## src/rtl/audio_frame_sequencer_if.sv

```systemverilog
// rtl/audio_frame_sequencer_if.sv - stereo frame output stream (valid/ready) between sequencer and consumer
interface audio_frame_sequencer_if #(
  parameter int SAMPLE_W = 16
);
  logic [SAMPLE_W-1:0] frame_left;
  logic [SAMPLE_W-1:0] frame_right;
  logic                frame_valid;
  logic                frame_ready;

  modport master (
    output frame_left,
    output frame_right,
    output frame_valid,
    input  frame_ready
  );

  modport slave (
    input  frame_left,
    input  frame_right,
    input  frame_valid,
    output frame_ready
  );
endinterface

```

## src/rtl/audio_frame_sequencer.sv

```systemverilog
// rtl/audio_frame_sequencer.sv - pairs I2S left/right samples into stereo frames buffered in a FWFT FIFO
// Optional right-channel watchdog enabled by defining AUDIO_SEQ_TIMEOUT_EN.
module audio_frame_sequencer #(
  parameter int SAMPLE_W    = 16,
  parameter int FIFO_DEPTH  = 4,
  parameter int TIMEOUT_CYC = 4096
) (
  input  logic                          sys_clk,
  input  logic                          sys_rst,
  input  logic                          enable,
  input  logic [SAMPLE_W-1:0]           in_sample,
  input  logic                          in_valid,
  input  logic                          in_channel,
  audio_frame_sequencer_if.master       frame,
  output logic [$clog2(FIFO_DEPTH):0]   fifo_level,
  output logic                          order_err,
  output logic                          timeout_err,
  output logic [7:0]                    drop_count,
  output logic                          busy
);
  localparam int PW = $clog2(FIFO_DEPTH);

  typedef enum logic [1:0] {IDLE, WAIT_L, WAIT_R} state_t;

  state_t              state;
  logic [SAMPLE_W-1:0] left_hold;
  logic [SAMPLE_W-1:0] mem_l [FIFO_DEPTH];
  logic [SAMPLE_W-1:0] mem_r [FIFO_DEPTH];
  logic [PW-1:0]       wr_ptr;
  logic [PW-1:0]       rd_ptr;
  logic                push;
  logic                pop;
  logic                full;
  logic                accept;

  always_comb begin
    push   = enable && in_valid && in_channel && (state == WAIT_R);
    full   = (fifo_level == (PW+1)'(FIFO_DEPTH));
    pop    = frame.frame_valid && frame.frame_ready;
    accept = push && (!full || pop);
  end

  assign frame.frame_valid = (fifo_level != '0);
  assign frame.frame_left  = mem_l[rd_ptr];
  assign frame.frame_right = mem_r[rd_ptr];
  assign busy              = (state != IDLE);

`ifdef AUDIO_SEQ_TIMEOUT_EN
  localparam int TW = (TIMEOUT_CYC > 1) ? $clog2(TIMEOUT_CYC) : 1;
  logic [TW-1:0] to_cnt;
  logic          to_hit;
  assign to_hit = (to_cnt == TW'(TIMEOUT_CYC - 1));
`else
  assign timeout_err = 1'b0;
`endif

  // Dropping enable wins over any strobe in the same cycle and abandons the half-frame.
  always_ff @(posedge sys_clk) begin
    if (sys_rst) begin
      state     <= IDLE;
      left_hold <= '0;
      order_err <= 1'b0;
`ifdef AUDIO_SEQ_TIMEOUT_EN
      to_cnt      <= '0;
      timeout_err <= 1'b0;
`endif
    end else begin
      order_err <= 1'b0;
`ifdef AUDIO_SEQ_TIMEOUT_EN
      timeout_err <= 1'b0;
`endif
      if (!enable) begin
        state <= IDLE;
      end else begin
        case (state)
          IDLE: state <= WAIT_L;
          WAIT_L: begin
            if (in_valid) begin
              if (!in_channel) begin
                left_hold <= in_sample;
                state     <= WAIT_R;
`ifdef AUDIO_SEQ_TIMEOUT_EN
                to_cnt    <= '0;
`endif
              end else begin
                order_err <= 1'b1;
              end
            end
          end
          WAIT_R: begin
            if (in_valid && in_channel) begin
              state <= WAIT_L;
            end else if (in_valid) begin
              order_err <= 1'b1;
              left_hold <= in_sample;
`ifdef AUDIO_SEQ_TIMEOUT_EN
              to_cnt    <= '0;
            end else if (to_hit) begin
              timeout_err <= 1'b1;
              state       <= WAIT_L;
            end else begin
              to_cnt <= to_cnt + 1'b1;
`endif
            end
          end
          default: state <= IDLE;
        endcase
      end
    end
  end

  // A full FIFO still accepts a push when the head is popped in the same cycle.
  always_ff @(posedge sys_clk) begin
    if (sys_rst) begin
      wr_ptr     <= '0;
      rd_ptr     <= '0;
      fifo_level <= '0;
      drop_count <= '0;
      for (int i = 0; i < FIFO_DEPTH; i++) begin
        mem_l[i] <= '0;
        mem_r[i] <= '0;
      end
    end else begin
      if (accept) begin
        mem_l[wr_ptr] <= left_hold;
        mem_r[wr_ptr] <= in_sample;
        wr_ptr        <= wr_ptr + 1'b1;
      end
      if (pop) begin
        rd_ptr <= rd_ptr + 1'b1;
      end
      if (accept && !pop) begin
        fifo_level <= fifo_level + 1'b1;
      end else if (!accept && pop) begin
        fifo_level <= fifo_level - 1'b1;
      end
      if (push && !accept && (drop_count != 8'hFF)) begin
        drop_count <= drop_count + 1'b1;
      end
    end
  end
endmodule
```

## src/flat_wrapper.sv

```systemverilog
// flat-port wrapper written by rule: the top's interface ports become plain ports
module audio_frame_sequencer_flat 
#(
  parameter int SAMPLE_W    = 16,
  parameter int FIFO_DEPTH  = 4,
  parameter int TIMEOUT_CYC = 4096
)
  (sys_clk, sys_rst, enable, in_sample, in_valid, in_channel, fifo_level, order_err, timeout_err, drop_count, busy, frame_frame_left, frame_frame_right, frame_frame_valid, frame_frame_ready);
  audio_frame_sequencer_if #(.SAMPLE_W(SAMPLE_W)) frame_i ();
  input  logic sys_clk;
  input  logic sys_rst;
  input  logic enable;
  input  logic [SAMPLE_W-1:0] in_sample;
  input  logic in_valid;
  input  logic in_channel;
  output logic [$clog2(FIFO_DEPTH):0] fifo_level;
  output logic order_err;
  output logic timeout_err;
  output logic [7:0] drop_count;
  output logic busy;
  output wire logic [$bits(frame_i.frame_left)-1:0] frame_frame_left;
  output wire logic [$bits(frame_i.frame_right)-1:0] frame_frame_right;
  output wire logic [$bits(frame_i.frame_valid)-1:0] frame_frame_valid;
  input wire logic [$bits(frame_i.frame_ready)-1:0] frame_frame_ready;
  assign frame_frame_left = frame_i.frame_left;
  assign frame_frame_right = frame_i.frame_right;
  assign frame_frame_valid = frame_i.frame_valid;
  assign frame_i.frame_ready = frame_frame_ready;
  audio_frame_sequencer #(.SAMPLE_W(SAMPLE_W), .FIFO_DEPTH(FIFO_DEPTH), .TIMEOUT_CYC(TIMEOUT_CYC)) u_core (.sys_clk(sys_clk), .sys_rst(sys_rst), .enable(enable), .in_sample(in_sample), .in_valid(in_valid), .in_channel(in_channel), .frame(frame_i), .fifo_level(fifo_level), .order_err(order_err), .timeout_err(timeout_err), .drop_count(drop_count), .busy(busy));
endmodule
```

## config.mk

```make
export PLATFORM = sky130hd
export DESIGN_NAME = audio_frame_sequencer_flat
export DESIGN_NICKNAME = d
export VERILOG_FILES = /design/src/rtl/audio_frame_sequencer_if.sv /design/src/rtl/audio_frame_sequencer.sv /design/src/flat_wrapper.sv
export SDC_FILE = /design/constraint.sdc
export NUM_CORES = 1
export LEC_CHECK = 0
export CAP_MARGIN = 15
export CELL_PAD_IN_SITES_DETAIL_PLACEMENT = 0
export CELL_PAD_IN_SITES_GLOBAL_PLACEMENT = 1
export CORE_MARGIN = 2
export CORE_UTILIZATION = 30
export DETAILED_ROUTE_END_ITERATION = 6
export DONT_BUFFER_PORTS = 1
export GPL_TIMING_DRIVEN = 1
export PLACE_DENSITY = 0.49
export REMOVE_ABC_BUFFERS = 1
export SETUP_SLACK_MARGIN = 0.1
export SYNTH_ARGS = -nofsm -noshare
export SYNTH_HDL_FRONTEND = slang
export SYNTH_SLANG_ARGS = --single-unit
```

## constraint.sdc

```tcl
create_clock -name sys_clk -period 3.8 [get_ports sys_clk]
set_input_delay 0.38 -clock sys_clk [delete_from_list [all_inputs] [get_ports sys_clk]]
set_output_delay 0.38 -clock sys_clk [all_outputs]
set_load 0.01 [all_outputs]
```

Word level (Yosys, flattened, before mapping)
Memory sizes are Yosys's and may differ from the RTL's. A register that Yosys moved wholly into a read port is not among the register bits.
Cells that the tools add are included.
{"block": "classes", "n_eq_ne": 9, "bitwise": 1, "reduce_logical": 24, "mux": 31, "addsub": 5}
{"cell": "$mux W16", "n": 6}
{"cell": "$pmux W16 S2", "n": 1}
{"cell": "$reduce_or A16 Y1", "n": 2}
{"cell": "$mux W2", "n": 9}
{"cell": "$mux W1", "n": 11}
{"cell": "$logic_and A1 B1 Y1", "n": 10}
{"cell": "$ne A2 B2 Y1 const B", "n": 5}
{"cell": "$add A8 B1 Y8 const B", "n": 1}
{"cell": "$ne A8 B8 Y1 const B", "n": 1}
{"cell": "$mux W3", "n": 2}
{"cell": "$pmux W2 S3", "n": 1}
{"cell": "$reduce_and A6 Y1", "n": 1}
{"cell": "$reduce_bool A2 Y1", "n": 3}
{"cell": "$add A2 B1 Y2 const B", "n": 2}
{"cell": "$add A3 B1 Y3 const B", "n": 1}
{"cell": "$eq A3 B3 Y1 const B", "n": 1}
{"cell": "$logic_not A1 Y1", "n": 3}
{"cell": "$reduce_and A3 Y1", "n": 1}
{"cell": "$reduce_bool A3 Y1", "n": 1}
{"cell": "$sub A3 B1 Y3 const B", "n": 1}
{"cell": "$eq A2 B1 Y1 const B", "n": 1}
{"cell": "$eq A2 B2 Y1 const B", "n": 1}
{"cell": "$logic_not A2 Y1", "n": 1}
{"cell": "$pmux W1 S2", "n": 1}
{"cell": "3 further kinds", "n": 3}
{"block": "word_totals", "regBits": 34, "input_bits": 22, "mem_bits_rw": 128, "mem_count": 2}
{"name": "u_core.mem_l", "depth": 4, "word_bits": 16, "rd": 1, "rd_ports_with_merged_regs": 1, "write_ports": 4, "line": "audio_frame_sequencer.sv:27", "source": "logic [SAMPLE_W-1:0] mem_l [FIFO_DEPTH];"}
{"name": "u_core.mem_r", "depth": 4, "word_bits": 16, "rd": 1, "rd_ports_with_merged_regs": 1, "write_ports": 4, "line": "audio_frame_sequencer.sv:28", "source": "logic [SAMPLE_W-1:0] mem_r [FIFO_DEPTH];"}

Logic depth before layout (Yosys ltp)
Gate-level depths: netlist (run 1).
{"block": "depth", "depth_word": 9, "depth_mapped": 10}

Worst setup path after synthesis (run 1)
OpenSTA, ideal clock, no wires.
{"block": "synth_path", "kind": "register to register", "start": "register u_core.state[0]", "end": "memory u_core.mem_l[1][0] (enable)", "path_stages_with_launch": 6, "setup_ns": 0.428, "synth_period_minus_slack_ns": 3.092, "path_slack_ns": 0.708, "arrival_ns": 2.664, "path_cell_list": "dfxtp_1 inv_1 ha_1 and4_1 nand3_1 o21bai_1"}
{"item": "start: declaration", "line": "audio_frame_sequencer.sv:25", "source": "state_t state;"}
{"item": "start signal: assignment", "line": "audio_frame_sequencer.sv:60", "source": "state <= IDLE;"}
{"item": "start signal: assignment", "line": "audio_frame_sequencer.sv:73", "source": "state <= IDLE;"}
{"item": "start signal: assignment", "line": "audio_frame_sequencer.sv:76", "source": "IDLE: state <= WAIT_L;"}
{"item": "end: declaration", "line": "audio_frame_sequencer.sv:27"}

Worst setup path after layout (run 1)
{"block": "layout_path", "start": "register u_core.state[0]", "end": "register u_core.fifo_level[2]"}
{"block": "layout_via", "elab_chain_len": 6}
{"item": "$eq A2 B2 Y1 *", "line": "audio_frame_sequencer.sv:37", "source": "push = enable && in_valid && in_channel && (state == WAIT_R);"}
{"item": "$logic_and A1 B1 Y1 *", "line": "audio_frame_sequencer.sv:37"}
{"item": "$logic_and A1 B1 Y1 *", "line": "audio_frame_sequencer.sv:40", "source": "accept = push && (!full || pop);"}
{"item": "via u_core.accept", "line": "audio_frame_sequencer.sv:34", "source": "logic accept;"}
{"item": "$logic_not A1 Y1", "line": "audio_frame_sequencer.sv:134", "source": "end else if (!accept && pop) begin"}
{"item": "$logic_and A1 B1 Y1", "line": "audio_frame_sequencer.sv:134"}
{"item": "$reduce_bool A2 Y1 (no line)"}
{"item": "end signal: assignment", "line": "audio_frame_sequencer.sv:133", "source": "fifo_level <= fifo_level + 1'b1;"}
{"item": "end signal: assignment", "line": "audio_frame_sequencer.sv:135", "source": "fifo_level <= fifo_level - 1'b1;"}
{"item": "end: declaration", "line": "audio_frame_sequencer.sv:15", "source": "output logic [$clog2(FIFO_DEPTH):0] fifo_level,"}
Mark *: on every way through the listed nets, which the timed path passes. The rest lies on a longest branch.
A chain may end at the register's enable or synchronous reset.

==> metrics.md, run 1 <==
| Metric | Value |
|---|---|
| Static Leak | `around 2.9 nW` |
| Top-area cell type share of the netlist area | `0.536` |
| Max Clock Skew | `8.85 ps` |
| Growth of design area from synthesis to finish | `14.4%` |
| Worst-path clk slew | `~60 ps` |
| Initial DRC Count | `about 270` |
| Max-slew violation count | `0` |
| I/O pins | `69` |
| EDFF count, synth | `~130` |
| Die area | `~0.025 mm²` |
| Run status | `completed` |
| Top cells by area, synth | `edfxtp_1 54%, and2_1 11%, dfxtp_1 10%` |
| PortBufs | `0` |
| CP endpoint kind | `flop` |
| Root buffer cell | `clkbuf_16` |
| Post-Synthesis Cells | `between 400 and 500` |
| Hold Fails Final Rpt | `0` |
| # fillers | `between 2,000 and 2,500` |
| Kind of critical path | `reg2reg` |
| Crit-path slowest cell | `fa_1` |
| Unrepaired setup endpoints after global routing | `no` |
| Final HPWL DP | `9190 µm` |
| Synth unique cells | `50` |
| Synth area leader | `edfxtp_1` |
| Slew margin rel. | `0.294` |
| Hold Path Class | `in2reg` |
| Post-synthesis sequential area ratio | `0.637` |
| CTS tree | `done` |
| Max-Cap Viols | `0` |
| Final nets | `roughly 530` |
| Final min period | `~2600 ps` |
| Die extent in y | `about 160 µm` |
| Setup TNS | `0 ps` |
| DRC | `0` |
| FMAX | `about 0.38 GHz` |
| Worst-Margin Slew | `approximately 1100 ps` |
| Power density over cell area | `roughly 560 mW/mm²` |
| Avg Cell Area, Syn | `~14 µm²` |
| Routed WL per cell | `19.6 µm` |
| Core area | `~0.023 mm²` |
| WL final | `16,300 µm` |
| Largest net degree at the start of global routing | `40` |
| # rows | `56` |
| Die width | `159 µm` |
| Ys Warns | `0` |
| Remaining Overflow, GRT | `0` |
| Proportion of layout cells with a drive suffix above 1 | `0.183` |
| Post-DRT Antenna Nets | `0` |
| Top FF cell, synth | `edfxtp_1` |
| Initial antenna violation count | `0` |
| Initial Util | `0.305` |
| Cts bufs inserted | `17` |
| Register bit total from synthesis | `164` |
| Tot GR Track Use | `0.139` |
| Diodes inserted | `0` |
| Period utilization | `0.689` |
| Worst-path fanout max | `8` |
| Clk buf depth | `2` |
| RD Place Congestion | `~0.73` |
| Top cells by count, synth | `128 x and2_1, 128 x edfxtp_1, 36 x dfxtp_1, 36 x nand2_1, 32 x mux4_2` |
| Post-CTS Resized | `0` |
| Arrival time at the worst endpoint | `2970 ps` |
| Core Util, Final | `0.349` |
| Async S/R FF share, synth | `0` |
| CTS sink cnt | `about 160` |
| DRT Pass-1 Iters | `4` |
| Worst EP required | `approximately 4200 ps` |
| Worst vdd ir | `a little over 0.4 mV` |
| Largest stage delay on the critical path | `about 370 ps` |
| Worst skew pair latency | `a little over 400 ps` |
| Via Count | `between 3,000 and 4,000` |
| CP cell instances | `inv_1 > ha_1 > nand4_4 > nor2_1 > ha_1 > inv_1 > fa_1 > xor2_1 > or3_1 > a21oi_1` |
| Vias in the first global route | `4,011` |
| Setup crit start kind | `flop` |
| DR vias/cell | `roughly 4.6` |
| First-pass GRT wire length | `about 25,000 µm` |
| H-tree Lvls | `4` |
| Setup Viol. Count Final | `0` |
| Synthesized area | `between 0.007 and 0.008 mm²` |
final timing paths:
| path | startpoint | end | slack [ps] | depth (start not counted) |
|---|---|---|---|---|
| worst max-delay path | u_core.state[0]$_SDFFE_PP0P_ | u_core.fifo_level[2]$_SDFFE_PP0P_ | 1180 | 10 |
| worst min-delay path | sys_rst | flop | 30 | 1 |
| worst min register to register | u_core.left_hold[5]$_SDFFE_PP0P_ | u_core.left_hold[5]$_SDFFE_PP0P_ | 480 | 2 |
| worst max register to register | u_core.state[0]$_SDFFE_PP0P_ | u_core.fifo_level[2]$_SDFFE_PP0P_ | 1180 | 10 |
routing by layer:
layer / GRT usage / routed length, µm
met1: 0.179 / 7230
met2: 0.230 / 8030
met3: 0.0427 / 975
met4: 0.0296 / 102
met5: 0 / 0
cell type report:
cell class,count,area [µm²],area share
multi-input combinational,298,2450,0.299
timing repair buffer,14,108,0.0131
inverter,5,18.8,0.00229
clock buffer,18,429,0.0524
tap,319,399,0.0487
clock inverter,14,224,0.0273
sequential,164,4570,0.557
through the flow:
stage	setup slack, ps	cell area [µm²]	std cells	hold WS (ps)	power (mW)
after CTS	1160	8200	832	0.0368	4.67
after global routing	972	8200	832	4.13	4.79
after detailed placement	1190	7530	799	460	2.75
after global placement	1260	7530	799	458	2.74
after floorplan	708	7020	467	449	2.57
final	1180	8200	832	32.6	4.58
kinds of logic (layout without fill, tap and decap cells):
logic type	after synthesis	in the layout	share of synthesized area
other	1	1	0.000523
xor gates and xnor gates	8	8	0.00978
buffers and inverters	33	51	0.0227
DFF	164	164	0.637
muxes	38	38	0.110
AOI/OAI and AO/OA	34	34	0.0293
adders and majority gates	7	7	0.0133
and+or+nand+nor	210	210	0.178
cell usage in the layout (no fill, tap or decap), drive strengths merged, types with 2 or more instances in the layout:
cell,synthesis,routed
buf,11,13
dfxtp,36,36
nand2,36,36
mux2i,5,5
nand3,6,6
nor3,3,3
a21oi,20,20
and2,128,128
inv,5,9
xor2,7,7
nand4,2,2
clkinv,0,3
nor2b,2,2
nor2,18,18
clkinvlp,0,2
mux4,32,32
nand2b,2,2
edfxtp,128,128
bufinv,0,5
ha,6,6
o21ai,4,4
clkbuf,17,18
or3,3,3
nor3b,3,3
a31o,2,2
flip-flops by register name, indices dropped and copies added (netlist names), named ones only:
name               flops
u_core.mem_l          64
u_core.mem_r          64
u_core.left_hold      16
u_core.drop_count      8
u_core.fifo_level      3
u_core.rd_ptr          2
u_core.state           2
u_core.wr_ptr          2
u_core.order_err       1
what timing repair did:
action,CTS,global route
endpoints found under the hold margin,1,0
buffers inserted,0,0
hold buffers,1,0
worst max-delay path, delay by kind of cell (launching register included):
kind                       cells  cell delay (ps)
adders and majority gates      3              960
and+or+nand+nor                3              810
DFF                            1              340
buffers and inverters          2              170
xor gates and xnor gates       1              160
AOI/OAI and AO/OA              1              130
power breakdown:
group	switching, mW	internal (mW)	total, mW	leakage [nW]
Combinational	0.290	0.274	0.564	0.931
Clock	0.723	1.18	1.90	0.311
Sequential	0.111	2.00	2.11	1.61
No activity file was read; power rests on OpenSTA's default activity.
==> inputs of run 2 (changes only) <==
Clock period 3.8 ns to 2.7 ns, I/O delays scaled along.
==> run 2 against run 1 <==
Against the previous run:
- combinational power is 65% higher
- flip-flop and latch count stayed put
- clock skew is 1.2 ps higher
- utilization is 1.0 points higher
- power is 38% higher
- global-route usage is 0.68 points higher
- design area is 2.9% higher
- cell count is 2.4% higher
- first-iteration DRC count is 17% lower
- critical path depth is 2 lower
- highest routed layer unchanged
==> metrics.md, run 2 (synthesized netlist as in run 1, its figures left out) <==
| Metric | Value |
|---|---|
| Run status | `completed (unchanged)` |
| Worst-path clk slew | `70 ps (was 60 ps)` |
| Worst EP required | `3050 ps (was 4150 ps)` |
| Die width | `159 µm (unchanged)` |
| Fin cells | `852 (was 832)` |
| FMAX | `0.416 GHz (was 0.382 GHz)` |
| Cts bufs inserted | `17 (unchanged)` |
| Initial Util | `0.305 (unchanged)` |
| CTS tree | `done (unchanged)` |
| Design Area, Final | `0.00843 mm² (was 0.00820 mm²)` |
| PortBufs | `0 (unchanged)` |
| First-pass GRT wire length | `26,000 µm (was 25,000 µm)` |
| Worst-case reg-to-reg path depth | `8 (was 10)` |
| H-tree Lvls | `4 (unchanged)` |
| Setup crit start kind | `flop (unchanged)` |
| Crit-path slowest cell | `or3_2 (was fa_1)` |
| Core area | `0.0235 mm² (unchanged)` |
| Remaining Overflow, GRT | `0 (unchanged)` |
| Initial DRC Count | `220 (was 266)` |
| CP endpoint kind | `flop (unchanged)` |
| Setup Viol. Count Final | `0 (unchanged)` |
| Proportion of layout cells with a drive suffix above 1 | `0.189 (was 0.183)` |
| Setup TNS | `0 ps (unchanged)` |
| CP cell instances | `or3_2 > nand2_1 > ha_1 > inv_1 > fa_1 > xor2_1 > or3_1 > a21oi_1 (was inv_1 > ha_1 > nand4_4 > nor2_1 > ha_1 > inv_1 > fa_1 > xor2_1 > or3_1 > a21oi_1)` |
| R2R Path Start | `u_core.fifo_level[2]$_SDFFE_PP0P_ (was u_core.state[0]$_SDFFE_PP0P_)` |
| DRT Pass-1 Iters | `4 (unchanged)` |
| Largest net degree at the start of global routing | `33 (was 40)` |
| DRC | `0 (unchanged)` |
| Worst hold stages | `1 (unchanged)` |
| I/O pins | `69 (unchanged)` |
| Hold path startpoint | `in_sample[2] (was sys_rst)` |
| Most frequent cells in the layout | `128 x and2_1, 128 x edfxtp_1, 36 x nand2_1, 34 x dfxtp_1, 32 x mux4_2 (unchanged)` |
| # rows | `56 (unchanged)` |
| Post-DP Area | `0.00764 mm² (was 0.00753 mm²)` |
| Vias in the first global route | `4,229 (was 4,011)` |
| Diodes inserted | `0 (unchanged)` |
| Initial antenna violation count | `0 (unchanged)` |
| Max Clock Skew | `10.0 ps (was 8.85 ps)` |
| Pre-CTS setup slack | `188 ps (was 1190 ps)` |
| Max-slew violation count | `0 (unchanged)` |
| Crit. Startpoint | `u_core.fifo_level[2]$_SDFFE_PP0P_ (was u_core.state[0]$_SDFFE_PP0P_)` |
| Arrival time at the worst endpoint | `2750 ps (was 2970 ps)` |
| Root buffer cell | `clkbuf_16 (unchanged)` |
| Unrepaired setup endpoints after global routing | `no (unchanged)` |
| Top Registers | `u_core.mem_l: 64 flops, u_core.mem_r: 64 flops, u_core.left_hold: 16 flops (unchanged)` |
| Clk buf depth | `2 (unchanged)` |
| Worst setup margin | `297 ps (was 1180 ps)` |
| Via Count | `3,908 (was 3,819)` |
| Worst skew pair latency | `430 ps (was 410 ps)` |
| RD Place Congestion | `0.707 (was 0.725)` |
| Static Leak | `2.95 nW (was 2.86 nW)` |
| R2R setup slack | `300 ps (was 1180 ps)` |
| Worst vdd ir | `0.423 mV (was 0.411 mV)` |
| Worst-Margin Slew | `573 ps (was 1060 ps)` |
| Final nets | `549 (was 529)` |
| Final min period | `2400 ps (was 2620 ps)` |
| Total power | `6.31 mW (was 4.58 mW)` |
| WL final | `16,900 µm (was 16,300 µm)` |
| Hold Fails Final Rpt | `0 (unchanged)` |
| CP delay by family, top | `simple AND/OR/NAND/NOR gates (was adder cells)` |
| Slew margin rel. | `0.618 (was 0.294)` |
| Post-DRT Antenna Nets | `0 (unchanged)` |
| CTS sink cnt | `164 (unchanged)` |
| R2R Path End | `u_core.fifo_level[2]$_SDFFE_PP0P_ (unchanged)` |
| Final HPWL DP | `9140 µm (was 9190 µm)` |
| # fillers | `2,276 (was 2,270)` |
| Largest stage delay on the critical path | `570 ps (was 370 ps)` |
| Placed cell count | `802 (was 799)` |
| # Post-CTS Setup Buffers | `0 (unchanged)` |
| CP bufs+invs | `1 (was 2)` |
| Max-Cap Viols | `0 (unchanged)` |
| Power density over cell area | `748 mW/mm² (was 559 mW/mm²)` |
| Period utilization | `0.890 (was 0.689)` |
| Tot GR Track Use | `0.145 (was 0.139)` |
| Die area | `0.0251 mm² (unchanged)` |
| Worst-path fanout max | `6 (was 8)` |
| Routed WL per cell | `19.8 µm (was 19.6 µm)` |
| Growth of design area from synthesis to finish | `17.7% (was 14.4%)` |
| Hold Path Class | `in2reg (unchanged)` |
| Kind of critical path | `reg2reg (unchanged)` |
| Die extent in y | `159 µm (unchanged)` |
| Worst Hold Path EP | `u_core.mem_r[3][2]$_DFFE_PP_` |
| DR vias/cell | `4.59 (about the same)` |
| Core Util, Final | `0.359 (was 0.349)` |
| Final hold slack | `32.0 ps (was 32.6 ps)` |
==> run 2: what timing repair did <==
item / in CTS / in global routing
endpoints found under the hold margin: 33 / 0
setup endpoints to repair: 0 / 2
hold buffers: 18 / 0
gates resized for setup: 0 / 2
==> run 2: worst max-delay path by stage <==
stage,endpoint,slack [ps],cells after the start
2_1_floorplan,u_core.mem_l[1][0]$_SDFFCE_PN0P_,-390,5
3_3_place_gp,u_core.fifo_level[2]$_SDFFE_PP0P_,330,10
3_5_place_dp,u_core.fifo_level[2]$_SDFFE_PP0P_,190,10
4_1_cts,u_core.fifo_level[2]$_SDFFE_PP0P_,160,10
5_1_grt,u_core.fifo_level[2]$_SDFFE_PP0P_,130,10
6_report,u_core.fifo_level[2]$_SDFFE_PP0P_,300,8
==> run 2: final cells by class <==
cell class,count,area [µm²],area share
flip-flops and latches,164,4570,0.542
inverters,5,18.8,0.00223
clock buffers,17,425,0.0504
repair buffers,34,398,0.0472
well taps,319,399,0.0473
clock inverters,15,163,0.0193
multi-input cells,298,2460,0.292
==> run 2: per-layer routing <==
layer  vias up  wire length [µm]  track usage  part of all wire
li1       1835                 -            -                 -
met1      1967              7190        0.178              0.43
met2        95              8450        0.248              0.50
met3        11              1140       0.0457             0.068
met4         0               119       0.0386            0.0070
met5         -                 0            0                 0
==> run 2: power breakdown <==
group / internal (mW) / switching, mW / leakage, nW
clock: 1.31 / 1.12 / 0.281
sequential: 2.82 / 0.129 / 1.61
combinational: 0.460 / 0.469 / 1.05
total: 4.59 / 1.72 / 2.95
